$ cat config.mk
export PLATFORM = sky130hd
export DESIGN_NAME = ahb_apb_bridge_ctrl_flat
export DESIGN_NICKNAME = d
export VERILOG_FILES = /design/src/rtl/ahb_apb_bridge_ctrl_if.sv /design/src/rtl/ahb_apb_bridge_ctrl.sv /design/src/flat_wrapper.sv
export SDC_FILE = /design/constraint.sdc
export NUM_CORES = 1
export LEC_CHECK = 0
export ABC_AREA = 1
export BUFFER_PORTS_ARGS = -buffer_cell sky130_fd_sc_hd__buf_2
export CAP_MARGIN = 10
export CORE_MARGIN = 2
export CORE_UTILIZATION = 50
export DETAILED_ROUTE_END_ITERATION = 7
export GPL_TIMING_DRIVEN = 0
export PLACE_DENSITY = 0.85
export RECOVER_POWER = 100
export SYNTH_ARGS = -nofsm -noshare
export SYNTH_HDL_FRONTEND = slang
export SYNTH_SLANG_ARGS = --single-unit
$ cat constraint.sdc
create_clock -name clk -period 3.79 [get_ports clk]
set_input_delay 0.1895 -clock clk [delete_from_list [all_inputs] [get_ports clk]]
set_output_delay 0.1895 -clock clk [all_outputs]
set_load 0.05 [all_outputs]
$ cat src/rtl/ahb_apb_bridge_ctrl_if.sv
// Bus bundle between an AHB master, the AHB-to-APB bridge controller and its APB slaves.
// The bridge uses the slave modport; the environment driving AHB and answering APB uses master.
interface ahb_apb_bridge_ctrl_if;
    logic [31:0] haddr;
    logic        hwrite;
    logic [1:0]  htrans;
    logic [2:0]  hsize;
    logic [2:0]  hburst;
    logic        hreadyin;
    logic [31:0] hwdata;
    logic        hreadyout;
    logic [1:0]  hresp;
    logic [31:0] hrdata;

    logic [2:0]  psel;
    logic        penable;
    logic        pwrite;
    logic [31:0] paddr;
    logic [31:0] pwdata;
    logic [31:0] prdata;
    logic        pready;

    modport slave (
        input  haddr, hwrite, htrans, hsize, hburst, hreadyin, hwdata, prdata, pready,
        output hreadyout, hresp, hrdata, psel, penable, pwrite, paddr, pwdata
    );

    modport master (
        output haddr, hwrite, htrans, hsize, hburst, hreadyin, hwdata, prdata, pready,
        input  hreadyout, hresp, hrdata, psel, penable, pwrite, paddr, pwdata
    );
endinterface

$ cat src/rtl/ahb_apb_bridge_ctrl.sv
// AHB-to-APB bridge controller: one APB transfer per AHB beat, three decoded slaves,
// ACCESS wait-state timeout, and a two-cycle AHB ERROR response for bad addresses or timeouts.
module ahb_apb_bridge_ctrl #(
    parameter int TIMEOUT = 16
) (
    input logic                  clk,
    input logic                  rst,
    ahb_apb_bridge_ctrl_if.slave bus
);

    typedef enum logic [2:0] {
        IDLE,
        WWAIT,
        SETUP,
        ACCESS,
        ERR1,
        ERR2
    } state_e;

    localparam logic [1:0] HRESP_OKAY  = 2'b00;
    localparam logic [1:0] HRESP_ERROR = 2'b01;
    localparam logic [7:0] CNT_LAST    = 8'(TIMEOUT - 1);

    state_e      state_q, state_d;
    logic [2:0]  sel_q, sel_d;
    logic [2:0]  psel_q, psel_d;
    logic        penable_q, penable_d;
    logic        pwrite_q, pwrite_d;
    logic [31:0] paddr_q, paddr_d;
    logic [31:0] pwdata_q, pwdata_d;
    logic [31:0] hrdata_q, hrdata_d;
    logic        hreadyout_q, hreadyout_d;
    logic [1:0]  hresp_q, hresp_d;
    logic [7:0]  cnt_q, cnt_d;

    logic        xfer_valid;
    logic [2:0]  addr_sel;
    logic        unused_bus_bits;

    // Burst type, size and the SEQ/NONSEQ distinction never change sequencing.
    assign unused_bus_bits = ^{bus.hsize, bus.hburst, bus.htrans[0]};

    assign xfer_valid = bus.hreadyin && bus.htrans[1] && (state_q == IDLE);

    // Each slave owns a 64 MB window starting at 0x8000_0000.
    always_comb begin
        addr_sel = 3'b000;
        case (bus.haddr[31:26])
            6'b100000: addr_sel = 3'b001;
            6'b100001: addr_sel = 3'b010;
            6'b100010: addr_sel = 3'b100;
            default:   addr_sel = 3'b000;
        endcase
    end

    // Next-state logic; every output is precomputed here so it comes straight from a flop.
    always_comb begin
        state_d     = state_q;
        sel_d       = sel_q;
        psel_d      = psel_q;
        penable_d   = penable_q;
        pwrite_d    = pwrite_q;
        paddr_d     = paddr_q;
        pwdata_d    = pwdata_q;
        hrdata_d    = hrdata_q;
        hreadyout_d = hreadyout_q;
        hresp_d     = hresp_q;
        cnt_d       = cnt_q;

        case (state_q)
            IDLE: begin
                if (xfer_valid) begin
                    paddr_d     = bus.haddr;
                    pwrite_d    = bus.hwrite;
                    sel_d       = addr_sel;
                    hreadyout_d = 1'b0;
                    if (addr_sel == 3'b000) begin
                        state_d = ERR1;
                        hresp_d = HRESP_ERROR;
                    end else if (bus.hwrite) begin
                        state_d = WWAIT;
                    end else begin
                        state_d = SETUP;
                        psel_d  = addr_sel;
                    end
                end
            end
            WWAIT: begin
                pwdata_d = bus.hwdata;
                psel_d   = sel_q;
                state_d  = SETUP;
            end
            SETUP: begin
                penable_d = 1'b1;
                cnt_d     = 8'd0;
                state_d   = ACCESS;
            end
            ACCESS: begin
                if (bus.pready) begin
                    if (!pwrite_q) begin
                        hrdata_d = bus.prdata;
                    end
                    psel_d      = 3'b000;
                    penable_d   = 1'b0;
                    hreadyout_d = 1'b1;
                    state_d     = IDLE;
                end else if (cnt_q == CNT_LAST) begin
                    psel_d    = 3'b000;
                    penable_d = 1'b0;
                    hresp_d   = HRESP_ERROR;
                    state_d   = ERR1;
                end else begin
                    cnt_d = cnt_q + 8'd1;
                end
            end
            ERR1: begin
                hreadyout_d = 1'b1;
                state_d     = ERR2;
            end
            ERR2: begin
                hresp_d = HRESP_OKAY;
                state_d = IDLE;
            end
            default: begin
                psel_d      = 3'b000;
                penable_d   = 1'b0;
                hreadyout_d = 1'b1;
                hresp_d     = HRESP_OKAY;
                state_d     = IDLE;
            end
        endcase
    end

    always_ff @(posedge clk) begin
        if (rst) begin
            state_q     <= IDLE;
            sel_q       <= 3'b000;
            psel_q      <= 3'b000;
            penable_q   <= 1'b0;
            pwrite_q    <= 1'b0;
            paddr_q     <= 32'd0;
            pwdata_q    <= 32'd0;
            hrdata_q    <= 32'd0;
            hreadyout_q <= 1'b1;
            hresp_q     <= HRESP_OKAY;
            cnt_q       <= 8'd0;
        end else begin
            state_q     <= state_d;
            sel_q       <= sel_d;
            psel_q      <= psel_d;
            penable_q   <= penable_d;
            pwrite_q    <= pwrite_d;
            paddr_q     <= paddr_d;
            pwdata_q    <= pwdata_d;
            hrdata_q    <= hrdata_d;
            hreadyout_q <= hreadyout_d;
            hresp_q     <= hresp_d;
            cnt_q       <= cnt_d;
        end
    end

    assign bus.psel      = psel_q;
    assign bus.penable   = penable_q;
    assign bus.pwrite    = pwrite_q;
    assign bus.paddr     = paddr_q;
    assign bus.pwdata    = pwdata_q;
    assign bus.hrdata    = hrdata_q;
    assign bus.hreadyout = hreadyout_q;
    assign bus.hresp     = hresp_q;

    // An enable strobe without a select, or more than one select, is never legal APB.
    a_penable_has_psel : assert property (@(posedge clk) disable iff (rst)
        penable_q |-> (psel_q != 3'b000));
    a_psel_onehot : assert property (@(posedge clk) disable iff (rst)
        $onehot0(psel_q));

endmodule

$ cat src/flat_wrapper.sv
// flat-port wrapper written by rule: the top's interface ports become plain ports
module ahb_apb_bridge_ctrl_flat 
#(
    parameter int TIMEOUT = 16
)
  (clk, rst, bus_haddr, bus_hwrite, bus_htrans, bus_hsize, bus_hburst, bus_hreadyin, bus_hwdata, bus_prdata, bus_pready, bus_hreadyout, bus_hresp, bus_hrdata, bus_psel, bus_penable, bus_pwrite, bus_paddr, bus_pwdata);
  ahb_apb_bridge_ctrl_if bus_i ();
  input logic clk;
  input logic rst;
  input wire logic [$bits(bus_i.haddr)-1:0] bus_haddr;
  input wire logic [$bits(bus_i.hwrite)-1:0] bus_hwrite;
  input wire logic [$bits(bus_i.htrans)-1:0] bus_htrans;
  input wire logic [$bits(bus_i.hsize)-1:0] bus_hsize;
  input wire logic [$bits(bus_i.hburst)-1:0] bus_hburst;
  input wire logic [$bits(bus_i.hreadyin)-1:0] bus_hreadyin;
  input wire logic [$bits(bus_i.hwdata)-1:0] bus_hwdata;
  input wire logic [$bits(bus_i.prdata)-1:0] bus_prdata;
  input wire logic [$bits(bus_i.pready)-1:0] bus_pready;
  output wire logic [$bits(bus_i.hreadyout)-1:0] bus_hreadyout;
  output wire logic [$bits(bus_i.hresp)-1:0] bus_hresp;
  output wire logic [$bits(bus_i.hrdata)-1:0] bus_hrdata;
  output wire logic [$bits(bus_i.psel)-1:0] bus_psel;
  output wire logic [$bits(bus_i.penable)-1:0] bus_penable;
  output wire logic [$bits(bus_i.pwrite)-1:0] bus_pwrite;
  output wire logic [$bits(bus_i.paddr)-1:0] bus_paddr;
  output wire logic [$bits(bus_i.pwdata)-1:0] bus_pwdata;
  assign bus_i.haddr = bus_haddr;
  assign bus_i.hwrite = bus_hwrite;
  assign bus_i.htrans = bus_htrans;
  assign bus_i.hsize = bus_hsize;
  assign bus_i.hburst = bus_hburst;
  assign bus_i.hreadyin = bus_hreadyin;
  assign bus_i.hwdata = bus_hwdata;
  assign bus_i.prdata = bus_prdata;
  assign bus_i.pready = bus_pready;
  assign bus_hreadyout = bus_i.hreadyout;
  assign bus_hresp = bus_i.hresp;
  assign bus_hrdata = bus_i.hrdata;
  assign bus_psel = bus_i.psel;
  assign bus_penable = bus_i.penable;
  assign bus_pwrite = bus_i.pwrite;
  assign bus_paddr = bus_i.paddr;
  assign bus_pwdata = bus_i.pwdata;
  ahb_apb_bridge_ctrl #(.TIMEOUT(TIMEOUT)) u_core (.clk(clk), .rst(rst), .bus(bus_i));
endmodule
# Word-level counts from Yosys, hierarchy flattened
# Cells that the tools add are included.
[totals]
register_bits = 118
input_bits = 109
out_inout_bits = 104
elab_cells = 79
[op_classes]
addsub = 1
eq_ne = 18
mux = 27
n_bitwise = 5
n_reduce_logical = 17
[ops]
columns = ["operator", "count"]
rows = [
  ["2-to-1 mux 3 bit", 9],
  ["equality test 6 bit, second input constant", 3],
  ["2-to-1 mux 8 bit", 2],
  ["one-hot mux 8 bit (2 select lines)", 1],
  ["one-hot mux 3 bit (5 select lines)", 1],
  ["inequality test 2 bit, second input constant", 6],
  ["one-hot mux 3 bit (4 select lines)", 1],
  ["2-to-1 mux 2 bit", 5],
  ["AND reduction 5 bit", 2],
  ["one-hot mux 3 bit (3 select lines)", 1],
  ["AND reduction 3 bit", 3],
  ["OR reduction 3 bit", 3],
  ["adder 8 x 1 -> 8 bit, second input constant", 1],
  ["equality test 8 x 4 -> 1 bit, second input constant", 1],
  ["equality test 3 x 2 -> 1 bit, second input constant", 2],
  ["equality test 3 bit, second input constant", 2],
  ["logical NOT 3 bit", 2],
  ["one-hot mux 1 bit (3 select lines)", 2],
  ["one-hot mux 2 bit (3 select lines)", 1],
  ["AND reduction 2 bit", 3],
  ["inverter 1 bit", 5],
  ["2-to-1 mux 1 bit", 4],
  ["inequality test 2 x 1 -> 1 bit, second input constant", 2],
  ["OR reduction 4 bit", 1],
  ["4 further kinds", 5],
]

# Longest topological paths before layout
[logic_depth]
depth_word = 6
depth_mapped = 9
mapped_depth_nobuf = 9

# Worst setup path after synthesis
# OpenSTA, ideal clock, no wires.
[synth_path]
path_kind = "register -> register"
startpoint = "register u_core.cnt_q[0]"
endpoint = "register u_core.psel_q[0], in the netlist u_core.bus.psel[0]"
setup_ns = 0.113
arrival_ns = 1.279
t_required_ns = 3.677
path_slack_ns = 2.398
stages_incl_launch_ff = 7
n_path_buf = 0
period_less_slack_ns = 1.392
cell_sequence = "dfxtp_1 > ha_1 > nand3_1 > o21ai_1 > nand3_2 > nor2_1 > nor2_1"
[synth_between]
elab_chain_cells = 3
[synth_lines]
columns = ["element", "line_no", "text"]
rows = [
  ["start, declared", "ahb_apb_bridge_ctrl.sv:34", "logic [7:0] cnt_q, cnt_d;"],
  ["start signal, assigned", "ahb_apb_bridge_ctrl.sv:158", "cnt_q <= cnt_d;"],
  ["equality test 8 x 4 -> 1 bit", "ahb_apb_bridge_ctrl.sv:107", "end else if (cnt_q == CNT_LAST) begin"],
  ["inequality test 3 x 2 -> 1 bit (no source line)", "--", ""],
  ["AND reduction 5 bit (no source line)", "--", ""],
  ["end signal, assigned", "ahb_apb_bridge_ctrl.sv:150", "psel_q <= psel_d;"],
  ["end, declared", "ahb_apb_bridge_ctrl.sv:26", "logic [2:0] psel_q, psel_d;"],
]
# No other way between the ends.
# A chain may end at the register's enable or synchronous reset.

# Final worst setup path
[layout_path]
startpoint = "register u_core.state_q[2]"
endpoint = "register u_core.hrdata_q[9], in the netlist u_core.bus.hrdata[9]"
[layout_between]
elab_chain_cells = 2
[layout_lines]
columns = ["element", "line_no", "text"]
rows = [
  ["start, declared", "ahb_apb_bridge_ctrl.sv:24", "state_e state_q, state_d;"],
  ["start signal, assigned", "ahb_apb_bridge_ctrl.sv:148", "state_q <= state_d;"],
  ["equality test 3 x 2 -> 1 bit", "ahb_apb_bridge_ctrl.sv:70", "case (state_q)"],
  ["AND reduction 3 bit (no source line)", "--", ""],
  ["end signal, assigned", "ahb_apb_bridge_ctrl.sv:155", "hrdata_q <= hrdata_d;"],
  ["end, declared", "ahb_apb_bridge_ctrl.sv:31", "logic [31:0] hrdata_q, hrdata_d;"],
]
# No other way between the ends.

==> results.json <==
{
  "grt_max_degree": 17,
  "cts.clk_slew.worst_paths_ns": 0.06,
  "period_share_pct": 65.7,
  "drv_slew": 0,
  "start_kind": "flop",
  "hold_viol": 0,
  "clockRootBuffer": "clkbuf_8",
  "cts_tree": "built",
  "antenna_cells": 0,
  "tightestPinTransition_ns": 0.749,
  "setup_tns_ns": 0,
  "dp_hpwl_um": 9650,
  "synth_fa_ha_area_share_pct": 0.269,
  "io_buffers": 204,
  "routed.top_layer": "met4",
  "seq_area_frac_synth_pct": 50.4,
  "grt_pass1_wl_um": 28400,
  "setup_viol": 0,
  "layout.cells.most_common": "nor2_1",
  "wl_um": 18200,
  "max_slew_margin_pct": 50.3,
  "clkPwrFrac_pct": 46.5,
  "synth_seq_cells": 117,
  "min_from": "rst",
  "fillers": 622,
  "cts_made_buffers": 17,
  "muxShareOfSynthArea_pct": 0,
  "grt_pass1_vias": 5777,
  "wl_met2_um": 8830,
  "yosys.area_share.simple_pct": 27.6,
  "synth_top_area_share_pct": 50.4,
  "final_area_um2": 7160,
  "powerDensity_nw_per_um2": 489,
  "worstPathRequired_ns": 4.18,
  "synth_cell_types": 28,
  "seqPwrFrac_pct": 37.4,
  "start_util_pct": 51.0,
  "wl_met3_um": 1710,
  "syn_area_um2": 4650,
  "cts_buffer_depth": 2,
  "htree_levels": 4,
  "ys_warn_count": 0,
  "via_per_inst": 5.37,
  "power_switching_w": 0.00100,
  "die_area_um2": 10100,
  "num_rows": 35,
  "mostFrequentLayoutCells": "nor2_1 (163), clkbuf_1 (136), dfxtp_1 (117)",
  "yosys.area.top_type": "dfxtp_1",
  "max_freq_ghz": 0.402,
  "holdWs_ns": 0.109,
  "dr.pass1.iters": 7,
  "grt_antenna_before_repair": 0,
  "dieWidth_um": 100,
  "synth_top_family_by_area": "simple AND/OR/NAND/NOR gates",
  "min_path_type": "primary input to flop",
  "r2r-start": "u_core.state_q[2]$_SDFFE_PP0P_",
  "switching_share_pct": 28.7,
  "nNetsFinal": 1060,
  "worst_ir_drop_vdd_uv": 288,
  "fin_crit_ns": 2.49,
  "cts_resized": 0,
  "synth-compound-area-share_pct": 14.1,
  "pre_cts_slack_ns": 2.04,
  "startpoint": "u_core.state_q[2]$_SDFFE_PP0P_",
  "grt.total_usage_pct": 36.2,
  "final_cells": 1074,
  "die_h_um": 100,
  "overflow": 0,
  "crit_fanout": 10,
  "end_kind": "flop",
  "outcome": "finished clean",
  "fin_ws_ns": 1.30,
  "reg2reg_slack_ns": 1.30,
  "worstSetupPathType": "flop to flop",
  "clkLatencyLatePin_ns": 0.51,
  "grt_setup_unrepaired": "no",
  "wirelength_met1_um": 6610,
  "p_leak_nw": 2.98,
  "core_um2": 9110,
  "dpl_cell_area_um2": 5810,
  "syn_area_per_cell_um2": 7.38,
  "dp_cells": 945,
  "p_comb_share_pct": 16.1,
  "p_int_w": 0.00249,
  "ant_nets": 0,
  "vias": 5768,
  "fin_skew_ns": 0.00650,
  "synthTopCellsByArea": "dfxtp_1 (50%), nor2_1 (13%), nand2_1 (6.9%)",
  "syn_nets": 740,
  "maxCapViolCount": 0,
  "synth-xor-area-share_pct": 0,
  "syn_inst": 630,
  "area_delta_synth_final_pct": 53.9,
  "gp_congestion": 0.926,
  "critPathArrivalTime_ns": 2.88,
  "drc": 0,
  "drt_iter0_drc": 321,
  "io-pin-count": 213,
  "clock-sinks": 117,
  "post_drt_wl_per_cell_um": 16.9,
  "drive_gt1_share_pct": 14.8
}
[cells in the mapped netlist]
master	number
o21bai_4	1
nand2_1	86
dfxtp_1	117
buf_2	8
conb_1	1
a21oi_1	47
nand2_2	6
inv_1	32
inv_2	5
clkbuf_1	18
buf_6	4
o21ai_0	40
ha_1	1
nor3_1	3
clkinv_2	1
o211ai_1	1
nor2_1	161
nor2_4	2
a31oi_1	1
nand4_1	2
a211oi_1	2
nand3_4	1
clkinv_1	1
nand3_2	2
o21ai_1	33
nand3_1	46
o22ai_1	1
buf_4	7
[power groups by stage]
stage | clock network (W) | logic [W] | registers (W)
floorplan | 0 | 0.000182 | 0.00148
global placement | 0 | 0.000478 | 0.00133
detailed placement | 0 | 0.000484 | 0.00133
CTS | 0.00163 | 0.000565 | 0.00131
global route | 0.00169 | 0.000599 | 0.00131
finish | 0.00163 | 0.000562 | 0.00131
[layer usage]
layer / GRT usage, % / vias up
met5: 0 / -
met4: 21.6 / 0
met3: 13.0 / 121
met2: 61.9 / 374
met1: 38.0 / 2596
li1: - / 2677
[registers in the layout, indices dropped and copies added (netlist names), 3 cells and up]
| name | cells |
|---|---|
| u_core.cnt_q | 8 |
| u_core.bus.psel | 3 |
| u_core.bus.pwdata | 32 |
| u_core.bus.hrdata | 32 |
| u_core.sel_q | 3 |
| u_core.state_q | 3 |
| u_core.bus.paddr | 32 |
[cells by family (layout without fill, tap and decap cells)]
kind of cell	count (synthesis)	in the layout
AO/OA/AOI/OAI	126	126
adder cells (fa/ha/maj)	1	1
buffers and inverters	76	409
flip-flops	117	117
other	1	1
AND/OR/NAND/NOR	309	309
[stage by stage]
stage / utilization, % / power [W]
after floorplan: - / 0.00167
after global placement: 63.8 / 0.00181
after detailed placement: 63.8 / 0.00181
after CTS: 81.1 / 0.00350
after global routing: 78.6 / 0.00360
final: 78.6 / 0.00350
[final timing paths]
path / end / cells after the start
setup / recovery: u_core.bus.hrdata[9]$_SDFFE_PP0P_ / 9
hold / removal: u_core.bus.pwrite$_SDFFE_PP0P_ / 4
setup reg to reg: u_core.bus.hrdata[9]$_SDFFE_PP0P_ / 9
hold reg to reg: u_core.bus.hresp[0]$_SDFFE_PP0P_ / 2
[critical path: stages (launching register included)]
cell	delay (ns)
dfxtp_1	0.30
clkbuf_1	0.28
clkinv_1	0.16
nand3_1	0.28
nor2_1	0.16
nand2_1	0.25
clkinvlp_2	0.27
clkbuf_1	0.30
nor2_1	0.25
nor2_1	0.11
[final cells by class]
class | instances | area, µm² | share of cell area (%)
inverters | 39 | 148 | 2.06
plain buffers | 37 | 148 | 2.06
repair buffers | 301 | 1860 | 26.0
multi-input cells | 437 | 1910 | 26.7
clock buffers | 19 | 432 | 6.03
flip-flops and latches | 117 | 2340 | 32.7
well taps | 111 | 139 | 1.94
clock inverters | 13 | 174 | 2.43
[timing repair]
action,CTS,global route
hold endpoints to repair,97,0
setup buffers,0,0
hold buffers,97,0
endpoints found under the setup margin,0,0
No activity file was read; power rests on OpenSTA's default activity.
